[config.mk]
export PLATFORM = sky130hd
export DESIGN_NAME = ram_port_arbiter
export DESIGN_NICKNAME = d
export VERILOG_FILES = /design/src/rtl/ram_port_arbiter.sv
export SDC_FILE = /design/constraint.sdc
export NUM_CORES = 1
export LEC_CHECK = 0
export ABC_AREA = 0
export CORE_ASPECT_RATIO = 1.1
export CORE_MARGIN = 4
export CORE_UTILIZATION = 45
export CTS_BUF_LIST = sky130_fd_sc_hd__clkbuf_8
export CTS_CLUSTER_SIZE = 12
export DETAILED_ROUTE_END_ITERATION = 8
export PLACE_DENSITY_LB_ADDON = 0.3
export SYNTH_ARGS = -nofsm -noshare
export SYNTH_HDL_FRONTEND = slang
export SYNTH_SLANG_ARGS = --single-unit
[constraint.sdc]
create_clock -name clk -period 7.23 [get_ports clk]
set_input_delay 1.446 -clock clk [delete_from_list [all_inputs] [get_ports clk]]
set_output_delay 1.446 -clock clk [all_outputs]
set_load 0.1 [all_outputs]
[src/rtl/ram_port_arbiter.sv]
// Round-robin arbiter sharing a simple dual-port block RAM (A = write, B = read) among NUM_REQ requesters.
// Define ARB_LOCK_EN to let a granted requester hold the pointer with its lock bit for bursts.
module ram_port_arbiter #(
    parameter int NUM_REQ = 3,
    parameter int AW      = 10,
    parameter int DW      = 8
) (
    input  logic                  clk,
    input  logic                  rst,
    input  logic [NUM_REQ-1:0]    req,
    input  logic [NUM_REQ-1:0]    req_we,
    input  logic [NUM_REQ*AW-1:0] req_addr,
    input  logic [NUM_REQ*DW-1:0] req_wdata,
    input  logic [NUM_REQ-1:0]    lock,
    output logic [NUM_REQ-1:0]    gnt,
    output logic [NUM_REQ-1:0]    rvalid,
    output logic [DW-1:0]         rdata,
    output logic                  ena,
    output logic                  wea,
    output logic [AW-1:0]         addra,
    output logic [DW-1:0]         dia,
    output logic                  enb,
    output logic [AW-1:0]         addrb,
    input  logic [DW-1:0]         dob
);
    localparam int IW = (NUM_REQ > 1) ? $clog2(NUM_REQ) : 1;

    logic [AW-1:0] addr_arr [NUM_REQ];
    logic [DW-1:0] data_arr [NUM_REQ];

    logic [NUM_REQ-1:0] gnt_q, gnt_d;
    logic               ena_q, ena_d, wea_q, wea_d, enb_q, enb_d;
    logic [AW-1:0]      addra_q, addra_d, addrb_q, addrb_d;
    logic [DW-1:0]      dia_q, dia_d;
    logic [IW-1:0]      rr_ptr_q, rr_ptr_d;
    logic [IW-1:0]      gid_q, gid_d;
    logic               rd_pend_q, rd_pend_d;
    logic [IW-1:0]      rd_id_q, rd_id_d;

    logic               found;
    logic [IW-1:0]      win;
    logic [IW-1:0]      rr_nxt;
    int                 cand;

    for (genvar g = 0; g < NUM_REQ; g++) begin : g_req
        assign addr_arr[g] = req_addr[g*AW +: AW];
        assign data_arr[g] = req_wdata[g*DW +: DW];
        assign rvalid[g]   = rd_pend_q && (int'(rd_id_q) == g);
    end

`ifndef ARB_LOCK_EN
    logic unused_lock;
    assign unused_lock = ^lock;
`endif

    // First set request at or after rr_ptr, wrapping at NUM_REQ-1.
    always_comb begin
        found = 1'b0;
        win   = '0;
        cand  = 0;
        for (int i = 0; i < NUM_REQ; i++) begin
            cand = int'(rr_ptr_q) + i;
            if (cand >= NUM_REQ) cand = cand - NUM_REQ;
            if (!found && req[IW'(cand)]) begin
                found = 1'b1;
                win   = IW'(cand);
            end
        end
        rr_nxt = (int'(win) == NUM_REQ - 1) ? '0 : win + 1'b1;
    end

    always_comb begin
        gnt_d    = '0;
        ena_d    = 1'b0;
        wea_d    = 1'b0;
        enb_d    = 1'b0;
        addra_d  = addra_q;
        addrb_d  = addrb_q;
        dia_d    = dia_q;
        rr_ptr_d = rr_ptr_q;
        gid_d    = gid_q;
        // dob becomes valid one edge after enb, so the return tracks enb by one cycle
        rd_pend_d = enb_q;
        rd_id_d   = enb_q ? gid_q : rd_id_q;
        if (found) begin
            gnt_d[win] = 1'b1;
            gid_d      = win;
            rr_ptr_d   = rr_nxt;
`ifdef ARB_LOCK_EN
            if (lock[win]) rr_ptr_d = win;
`endif
            if (req_we[win]) begin
                ena_d   = 1'b1;
                wea_d   = 1'b1;
                addra_d = addr_arr[win];
                dia_d   = data_arr[win];
            end else begin
                enb_d   = 1'b1;
                addrb_d = addr_arr[win];
            end
        end
    end

    always_ff @(posedge clk) begin
        if (rst) begin
            gnt_q     <= '0;
            ena_q     <= 1'b0;
            wea_q     <= 1'b0;
            enb_q     <= 1'b0;
            addra_q   <= '0;
            addrb_q   <= '0;
            dia_q     <= '0;
            rr_ptr_q  <= '0;
            gid_q     <= '0;
            rd_pend_q <= 1'b0;
            rd_id_q   <= '0;
        end else begin
            gnt_q     <= gnt_d;
            ena_q     <= ena_d;
            wea_q     <= wea_d;
            enb_q     <= enb_d;
            addra_q   <= addra_d;
            addrb_q   <= addrb_d;
            dia_q     <= dia_d;
            rr_ptr_q  <= rr_ptr_d;
            gid_q     <= gid_d;
            rd_pend_q <= rd_pend_d;
            rd_id_q   <= rd_id_d;
        end
    end

    assign gnt   = gnt_q;
    assign ena   = ena_q;
    assign wea   = wea_q;
    assign enb   = enb_q;
    assign addra = addra_q;
    assign addrb = addrb_q;
    assign dia   = dia_q;
    assign rdata = dob;

endmodule

# After elaboration in Yosys (flattened, before gate mapping)
# Index checks and enable logic that the tools add are counted.
# classes
n_addsub	6
n_lt_le_gt_ge	9
n_eq_ne	3
n_mux	31
bitwise_logic	3
reduce_logical	12
# op_table
operator	n
$bmux 10 s2	1
$mux 10	2
$bmux 8 s2	1
$mux 8	2
$mux 2	7
$mux 1	13
$lt 2x4->1 const B	3
$bmux 1 s2	4
$eq 2x2->1 const B	3
$ge 3x2->1 const B	2
$logic_and 1x1->1	6
$sub 2x2->2 const B	3
$reduce_and 2->1	2
$add 2x1->3 const B	1
$add 2x2->3 const B	1
$ge 3x3->1 const B	1
$lt 2x3->1 const B	1
$not 2->3	1
$add 2x1->2 const B	1
$demux 1 s2	1
$ge 2x1->1 const B	1
$ge 2x2->1 const B	1
$logic_not 1->1	2
$logic_not 2->1	1
other kinds (2)	3
# word_totals
ff_bits	40

# Depth between registers and ports, before layout
# logic_depth
ltp_word	16
mapped_depth	11
ltp_nobuf	8

# Worst setup path before layout
# OpenSTA, ideal clock, no wires.
# synth_path
kind	register to output
from	reg rd_id_q[1]
to	out rvalid[0]
t_arrival_ns	2.524
slack_ns	3.260
stages_incl_launch_ff	2
path_buffers	0
cell_sequence	dfxtp_1 -> nor3b_1
# synth_via
elab_chain_len	2
# synth_rtl
element	line	text
start: declaration	38	logic [IW-1:0] rd_id_q, rd_id_d;
start signal: assignment	128	rd_id_q <= rd_id_d;
$logic_not 2->1	48	assign rvalid[g] = rd_pend_q && (int'(rd_id_q) == g);
$logic_and 1x1->1	48	
end: declaration	16	output logic [NUM_REQ-1:0] rvalid,
# No other way between the ends.

# Worst setup path after layout
# layout_path
from	in req[1]
to	reg dia_q[7], in the netlist dia[7]
# layout_via
elab_chain_len	14
elab_cells_between_ends	26
classes_between	mux (20); bitwise (1); reduce/logical (5)
# layout_rtl
element	line	text
start: declaration	10	input logic [NUM_REQ-1:0] req,
$bmux 1 s2	64	if (!found && req[IW'(cand)]) begin
$mux 1 (not written as such) (2 in series)	64	
$mux 1	64	
$logic_not 1->1	64	
$logic_and 1x1->1	64	
$mux 1	64	
$logic_not 1->1	64	
$logic_and 1x1->1	64	
$mux 2	64	
$not 2->3 (not written as such)	96	dia_d = data_arr[win];
$bmux 8 s2	96	
$mux 8 (not written as such) (2 in series)	96	
end signal: assignment	124	dia_q <= dia_d;
end: declaration	34	logic [DW-1:0] dia_q, dia_d;
# Parallel ways exist; a longest one is shown, timed or not. The select of a mux whose other input is x is not followed.
# A chain may end at the register's enable or synchronous reset.

==> metrics.txt <==
outcome=complete, no violations; CTS resizes=0; WL/cell=14.9 µm; Die H=83.6 µm; dominant synthesized flop cell=dfxtp_1; initial antenna violation count=0; setup repair after global routing missed its margin=false; Synth area leader=dfxtp_1; Final nets=434; final setup violation count=0; Critical R2R Launch=rr_ptr_q[1]; Worst EP arrival=4.80 ns; Ant. Diodes=0; Post-CTS Hold Buffers=0; vias in the first global route=2,243; crit end category=flop; worst slew margin relative to its limit=32.8%; Mapped Area=2340 µm²; fin cells=approximately 420; Final ANT Viol Nets=0; async set or reset register ratio after synthesis=0%; DP Cell Count=between 400 and 500; Static Leak=1.32 nW; Synth top area share=about a third; Avg Cell Area, Syn=8.36 µm²; Period minus WS final=4.62 ns; Yosys reg bits=40; Initial Util=between 40% and 50%; Worst setup endpoint=dia[7]; die width=76.8 µm; largest net degree at the start of global routing=44; final worst path period share=63.9%; R2R Path End=dia[7]; DR vias=approximately 2,300; P&R area growth vs syn=43.6%; Post-synth top cells=nand2_1 (54), dfxtp_1 (40), mux2i_1 (18), nor2b_1 (16), nor2_1 (14); CP required=7.41 ns; worst setup path class=primary input to flop; reg2reg path depth=8; Max VDD drop=0.000231 V; FF-to-FF setup slack=3.28 ns; Pwr per Cell Area=486 nW/µm²; Yosys warnings=0; routability-driven placement congestion ratio=slightly below 0.9; drt pass-1 iters=4; sequential share of the synthesized area=between 30% and 40%; Peak Freq=216 MHz; IO Port Bufs=98; count of final max-slew check failures=0; Hold Vio Cnt, Final=0; Placement Rows=27; syn_nets=357; total of max-cap violations=0; CTS tree=yes; Worst Skew=0.00221 ns; CTS Sinks=40; Residual DRC=0; final worst slack=roughly 2.6 ns; setup TNS=0 ns; H-Tree Depth=2; clock slew at reported path FFs=0.08 ns; layout cell share with drive strength beyond 1=6.15%; pre-CTS setup slack=2.26 ns; number of distinct library cells after synthesis=48; Die Area=6420 µm²; grt total ovfl=0; DRT Wirelength=~6200 µm; Hold Path Class=flop to flop; CTS root buffer=clkbuf_8; crit path max fanout=22; Syn Inst Count=280; global-route usage over all layers=19.6%; clk_lat worst skew=0.29 ns; Vias/cell=5.47; first-pass GRT wire length=about 10,000 µm; Initial DRC Count=88; DP Wirelength=4470 µm; IO Pins=118; Critical Path Source Type=primary input; Max Buffers Root-to-Sink=2; CP Launch Point=req[1]; worst slew pin tran=slightly above 1 ns; Post-synth EDFFs=0; ranking of synthesized cells by area=dfxtp_1 (34%), nand2_1 (8.7%), mux2i_1 (7.7%), nor2b_1 (4.3%), mux2_2 (3.4%); most frequent cell after synthesis=nand2_1; clock buffer count from CTS=5; Post-CTS Setup Bufs=0; Worst Hold Path Cells=2; core box area=5030 µm²
## logic make-up (layout without fill, tap and decap cells)
kind of cell | count (synthesis) | count (layout) | synth area share, %
AO/OA/AOI/OAI | 57 | 57 | 18.4
multiplexers | 29 | 29 | 13.1
buffers and inverters | 36 | 114 | 8.60
AND/OR/NAND/NOR | 114 | 114 | 23.5
adder cells (fa/ha/maj) | 4 | 4 | 2.14
flip-flops | 40 | 40 | 34.2
## metal layers
metal  global-route usage, %  part of all wire (%)  vias to the layer above
met5                       0                     0                        -
met4                    5.44                  0.74                        0
met3                    7.67                   9.3                        4
met2                    34.4                    50                       73
met1                    21.8                    40                     1057
li1                        -                     -                     1143
## power breakdown
group,switching (mW),internal [mW],leakage (nW)
sequential,0.0320,0.289,0.329
clock,0.0809,0.104,0.0548
combinational,0.778,0.350,0.939
## worst min path at each step
stage / from / end
after floorplan: gid_q[0] / gid_q[0]
after global placement: addra[7] / addra[7]
after detailed placement: addra[6] / addra[6]
after CTS: addrb[4] / addrb[4]
after global routing: addra[1] / addra[1]
final: addra[1] / addra[1]
## through the flow
step	hold slack (ns)	total power [mW]	util, %	area [µm²]
global placement	0.445	1.45	64.5	3250
finish	0.464	1.63	66.8	3360
global route	0.487	1.73	66.8	3360
detailed placement	0.455	1.46	64.5	3250
floorplan	0.436	1.26	-	2340
CTS	0.468	1.64	66.8	3360
## final cells by class
cell class / count / area (µm²)
repair buffers: 100 / 996
multi-input cells: 204 / 1360
flip-flops and latches: 40 / 801
fillers: 422 / 1670
well taps: 58 / 72.6
clock buffers: 5 / 68.8
clock inverters: 3 / 46.3
inverters: 6 / 22.5
## cells in the final DEF (no fill, tap or decap), drive strengths merged, types with 4 or more instances in the layout
cell type and instances:
a21oi 5, a311o 7, a31oi 8, and3 4, clkbuf 5, clkdlybuf4s50 98
dfxtp 40, ha 4, inv 7, mux2 11, mux2i 18, nand2 54
nand3 10, nor2 14, nor2b 16, o21ai 12, o311ai 7
## worst max-delay path: stages
cell and delay (ns):
clkdlybuf4s50_1 0.51, mux2_2 0.33, a21boi_0 0.35, o22a_1 0.74, o211a_1 0.28, or3_1 0.73
mux2_2 0.41
## sequential cells by signal, indices dropped and copies added (netlist names)
name / count
gnt: 3
enb: 1
addrb: 10
rr_ptr_q: 2
gid_q: 2
addra: 10
dia: 8
rd_pend_q: 1
rd_id_q: 2
wea: 1
Note: power is estimated with default switching activity, not from simulation.
